### config.mk
export PLATFORM = sky130hd
export DESIGN_NAME = product_accumulator
export DESIGN_NICKNAME = d
export VERILOG_FILES = /design/src/rtl/product_accumulator.sv
export SDC_FILE = /design/constraint.sdc
export NUM_CORES = 1
export LEC_CHECK = 0
export CORE_MARGIN = 5
export CORE_UTILIZATION = 50
export DETAILED_ROUTE_END_ITERATION = 12
export PLACE_DENSITY = 0.78
export SYNTH_ARGS = -nofsm -noshare
export SYNTH_HDL_FRONTEND = slang
export SYNTH_SLANG_ARGS = --single-unit
export TNS_END_PERCENT = 1
### constraint.sdc
create_clock -name clk -period 2.45 [get_ports clk]
set_clock_uncertainty 0.05 [all_clocks]
set_input_delay 0.3675 -clock clk [delete_from_list [all_inputs] [get_ports clk]]
set_output_delay 0.3675 -clock clk [all_outputs]
set_load 0.1 [all_outputs]
### src/rtl/product_accumulator.sv
// Sums COUNT unsigned products per frame and presents the frame total on a
// valid/ready output, then returns to accumulating the next frame.
module product_accumulator #(
  parameter int PROD_W = 8,
  parameter int COUNT  = 4,
  parameter int ACC_W  = 10
) (
  input  logic              clk,
  input  logic              rst_n,
  input  logic              clear,
  input  logic              in_valid,
  output logic              in_ready,
  input  logic [PROD_W-1:0] in_prod,
  output logic              out_valid,
  input  logic              out_ready,
  output logic [ACC_W-1:0]  out_sum,
  output logic [7:0]        out_frames
);

  localparam int CNT_W = $clog2(COUNT);
  localparam logic [CNT_W-1:0] LAST = CNT_W'(COUNT - 1);

  typedef enum logic {ACCUM, HOLD} state_t;

  state_t             state;
  logic [ACC_W-1:0]   acc;
  logic [ACC_W-1:0]   acc_sum;
  logic [CNT_W-1:0]   cnt;

  assign acc_sum   = acc + ACC_W'(in_prod);
  // Handshake flags decode straight from the state register, so they are glitch-free.
  assign in_ready  = (state == ACCUM);
  assign out_valid = (state == HOLD);

  always_ff @(posedge clk or negedge rst_n) begin
    if (!rst_n) begin
      state      <= ACCUM;
      acc        <= '0;
      cnt        <= '0;
      out_sum    <= '0;
      out_frames <= '0;
    end else if (clear) begin
      // Flush wins over any beat or output handshake this cycle; out_sum keeps its value.
      state <= ACCUM;
      acc   <= '0;
      cnt   <= '0;
    end else begin
      case (state)
        ACCUM: begin
          if (in_valid) begin
            if (cnt == LAST) begin
              out_sum <= acc_sum;
              acc     <= '0;
              cnt     <= '0;
              state   <= HOLD;
            end else begin
              acc <= acc_sum;
              cnt <= cnt + CNT_W'(1);
            end
          end
        end
        HOLD: begin
          if (out_ready) begin
            out_frames <= out_frames + 8'd1;
            state      <= ACCUM;
          end
        end
        default: state <= ACCUM;
      endcase
    end
  end

endmodule

==> impl_metrics.csv <==
group,metric,value,unit
sta,finalCritPeriodShare,85.0,%
critical_path,end_kind,"flip-flop",
min_path,min_path_type,"input pin to asynchronous set/reset pin",
power_and_ir_drop,pwr-share-seq,40.5,%
power_and_ir_drop,pwr-share-comb,38.2,%
finish,fin_area,0.00200,sq mm
detailed_routing,wl_per_cell,14.6,um
clock_network,cts_hold_buf,0,
synth,yosysWarnings,0,
finish,fin_nets,209,
job,cap_violations,0,
critical_path,critPathKind,"input pin to flip-flop",
place,dpl_cell_area,0.00194,sq mm
clock_network,postCtsResizedCells,0,
sta,finalSetupTns,0,ps
finish,n_antenna_cell,0,
critical_path,crit_path_max_fanout,3,
power_and_ir_drop,power_frac_clock,21.3,%
sta,hold_violations,0,
clock_network,cts_setup_buffers,0,
synth,syn_area_per_cell,11.0,sq um
critical_path,r2r_setup_slack,460,ps
finish,multiInputGateArea,792,sq um
detailed_routing,drc,0,
detailed_routing,drt_iter0_markers,32,
clock_network,clock_path_buffers,2,
critical_path,r2r-end,"out_sum[6]$_DFFE_PN0P_",
place,gp_congestion,0.860,
power_and_ir_drop,ir_drop,468,uV
detailed_routing,ant_nets,0,
global_route,grt_pass1_wl,5780,um
sta,min_period,2080,ps
synth,synth_seq_cells,31,
finish,drive_gt1_share,23.1,%
detailed_routing,wirelength,3360,um
power_and_ir_drop,leakage,0.956,nW
critical_path,crit_start,"in_prod[0]",
critical_path,cp.arrival,2300,ps
synth,synth_flop_cell,"dfrtp_1",
synth,syn-instance-count,146,
global_route,overflow,0,
run_status,outcome,"completed",
power_and_ir_drop,net-switching-power,612,uW
clock_network,htree_levels,2,
global_route,gr-usage-all-layers,17.6,%
synth,synth_edf_count,0,
critical_path,r2r_start,"acc[0]$_DFFE_PN0P_",
place,io_buffers,32,
detailed_routing,drt_first_pass_iters,4,
clock_network,cts_tree,"yes",
critical_path,start_kind,"input pin",
finish,seq_area,777,sq um
global_route,grt_max_degree,32,
die,core-area,0.00305,sq mm
global_route,antenna_found_initial,0,
sta,fmax,0.480,GHz
sta,grt_setup_unrepaired,"no",
die,initial_core_util,52.5,%
sta,maxSlewViolCount,0,
finish,fill_cells,250,
sta,finalSetupViolations,0,
synth,async_flop_share,100,%
sta,maxSlewHeadroom,61.5,%
die,fp.dieArea,0.00443,sq mm
clock_network,cts_sinks,31,
die,fp.dieW,66.6,um
power_and_ir_drop,power-per-cell-area,739,mW/mm^2
detailed_routing,vias,1234,
finish,areaGrowthSynthToFinish,25.1,%
synth,ys_seq_area_share,48.4,%
power_and_ir_drop,swShare,41.3,%
die,rows,20,
die,ioPinCount,33,
finish,fin_util,65.6,%
synth,syn_area,0.00160,sq mm
sta,tightest_slew,576,ps
synth,synth_nets,170,
die,fp.dieH,66.6,um
clock_network,numCtsBuffers,5,
place,hpwl,2520,um
critical_path,cp.required,2670,ps
synth,ys_types,35,
global_route,grt_pass1_vias,1281,
clock_network,clk_latency,340,ps
clock_network,cts_root_buf,"clkbuf_4",
detailed_routing,vias_per_cell,5.37,
critical_path,r2r_cells,8,
clock_network,clk_pin_slew,100,ps
power_and_ir_drop,p_int,868,uW
cells by family (layout without fill, tap and decap cells):
family	count (synthesis)	after routing	synth area share, %
adder cells (fa/ha/maj)	11	11	9.06
buffers and inverters	9	49	2.11
AND/OR/NAND/NOR	40	40	13.4
multiplexers	7	7	4.84
AO/OA/AOI/OAI	35	35	15.0
flip-flops	31	31	48.4
XOR/XNOR	13	13	7.11
per-layer routing:
layer	global-route usage, %	vias to the layer above	part of all wire [%]
met5	0	-	0
met4	7.36	0	2.2
met3	6.24	7	5.4
met2	28.6	33	49
met1	21.0	588	43
li1	-	606	-
layout by cell type, fill, tap and decap left out, types with 2 or more instances in the layout:
| cell | count |
|---|---|
| a21oi_1 | 4 |
| a22o_1 | 5 |
| buf_4 | 23 |
| clkbuf_4 | 5 |
| clkdlybuf4s50_1 | 12 |
| dfrtp_1 | 30 |
| ha_1 | 10 |
| inv_1 | 5 |
| mux2_2 | 6 |
| nand2_1 | 12 |
| nand2b_1 | 2 |
| nand3_1 | 5 |
| nand4_1 | 2 |
| nor2_1 | 6 |
| nor3_1 | 3 |
| o211ai_1 | 2 |
| o21a_1 | 3 |
| o21ai_0 | 10 |
| o21ai_1 | 4 |
| o31ai_1 | 2 |
| or3_1 | 3 |
| xnor2_1 | 9 |
| xor2_1 | 4 |
layout make-up:
type	instances	area share (%)
Inverter	6	1.31
Tap cell	44	2.75
Timing Repair Buffer	35	14.6
Clock buffer	7	2.75
Sequential cell	31	38.8
Multi-Input combinational cell	106	39.5
Clock inverter	1	0.250
sequential cells by signal, indices dropped and copies added (netlist names):
signal and flops:
acc 10, out_sum 10, out_frames 8, cnt 2
out_valid 1
synthesized netlist by cell type (all sizes together) (2+ instances only):
cell	instances	share of area, %
ha	10	7.8
nand2	12	2.8
dfrtp	31	48
a21oi	4	1.3
o211ai	2	0.94
xnor2	9	4.9
nand3	5	1.6
clkbuf	3	0.70
or3	3	1.2
mux2	6	4.2
o21ai	14	4.4
o21a	3	1.4
nand4	2	0.78
nor2	7	1.8
nor3	3	0.94
xor2	4	2.2
o31ai	3	1.7
inv	6	1.4
a22o	5	2.7
nand2b	3	1.6
nor2b	2	1.3
power by group through the flow:
stage / clock network (mW) / registers (mW) / logic [mW]
floorplan: 0 / 0.854 / 0.182
detailed placement: 0 / 0.609 / 0.567
global placement: 0 / 0.606 / 0.555
CTS: 0.320 / 0.600 / 0.568
finish: 0.315 / 0.600 / 0.565
global route: 0.351 / 0.606 / 0.601
how the worst max path moves through the flow:
stage                         end  slack, ps  depth (start not counted)
6_report       acc[8]$_DFFE_PN0P_        370                          9
5_1_grt        acc[8]$_DFFE_PN0P_        280                          9
4_1_cts        acc[8]$_DFFE_PN0P_        380                          9
3_5_place_dp   acc[8]$_DFFE_PN0P_         30                          9
3_3_place_gp   acc[8]$_DFFE_PN0P_         70                          9
2_1_floorplan  acc[9]$_DFFE_PN0P_        250                          5
stage by stage:
step / instances / hold WS [ps] / setup slack (ps) / power [mW]
2_1_floorplan: 146 / 21.9 / 248 / 1.04
4_1_cts: 230 / 365 / 379 / 1.49
5_1_grt: 230 / 393 / 280 / 1.56
6_report: 230 / 358 / 367 / 1.48
3_5_place_dp: 222 / 425 / 25.2 / 1.18
3_3_place_gp: 222 / 412 / 69.2 / 1.16
worst max-delay path, cell delays in order:
cell and delay, ps:
clkdlybuf4s50_1 460, ha_1 160, inv_1 50, fa_1 430, nor2b_4 130, o31a_1 190
o31ai_2 100, or3_1 330, o21ai_1 80
Note: power is estimated with default switching activity, not from simulation.
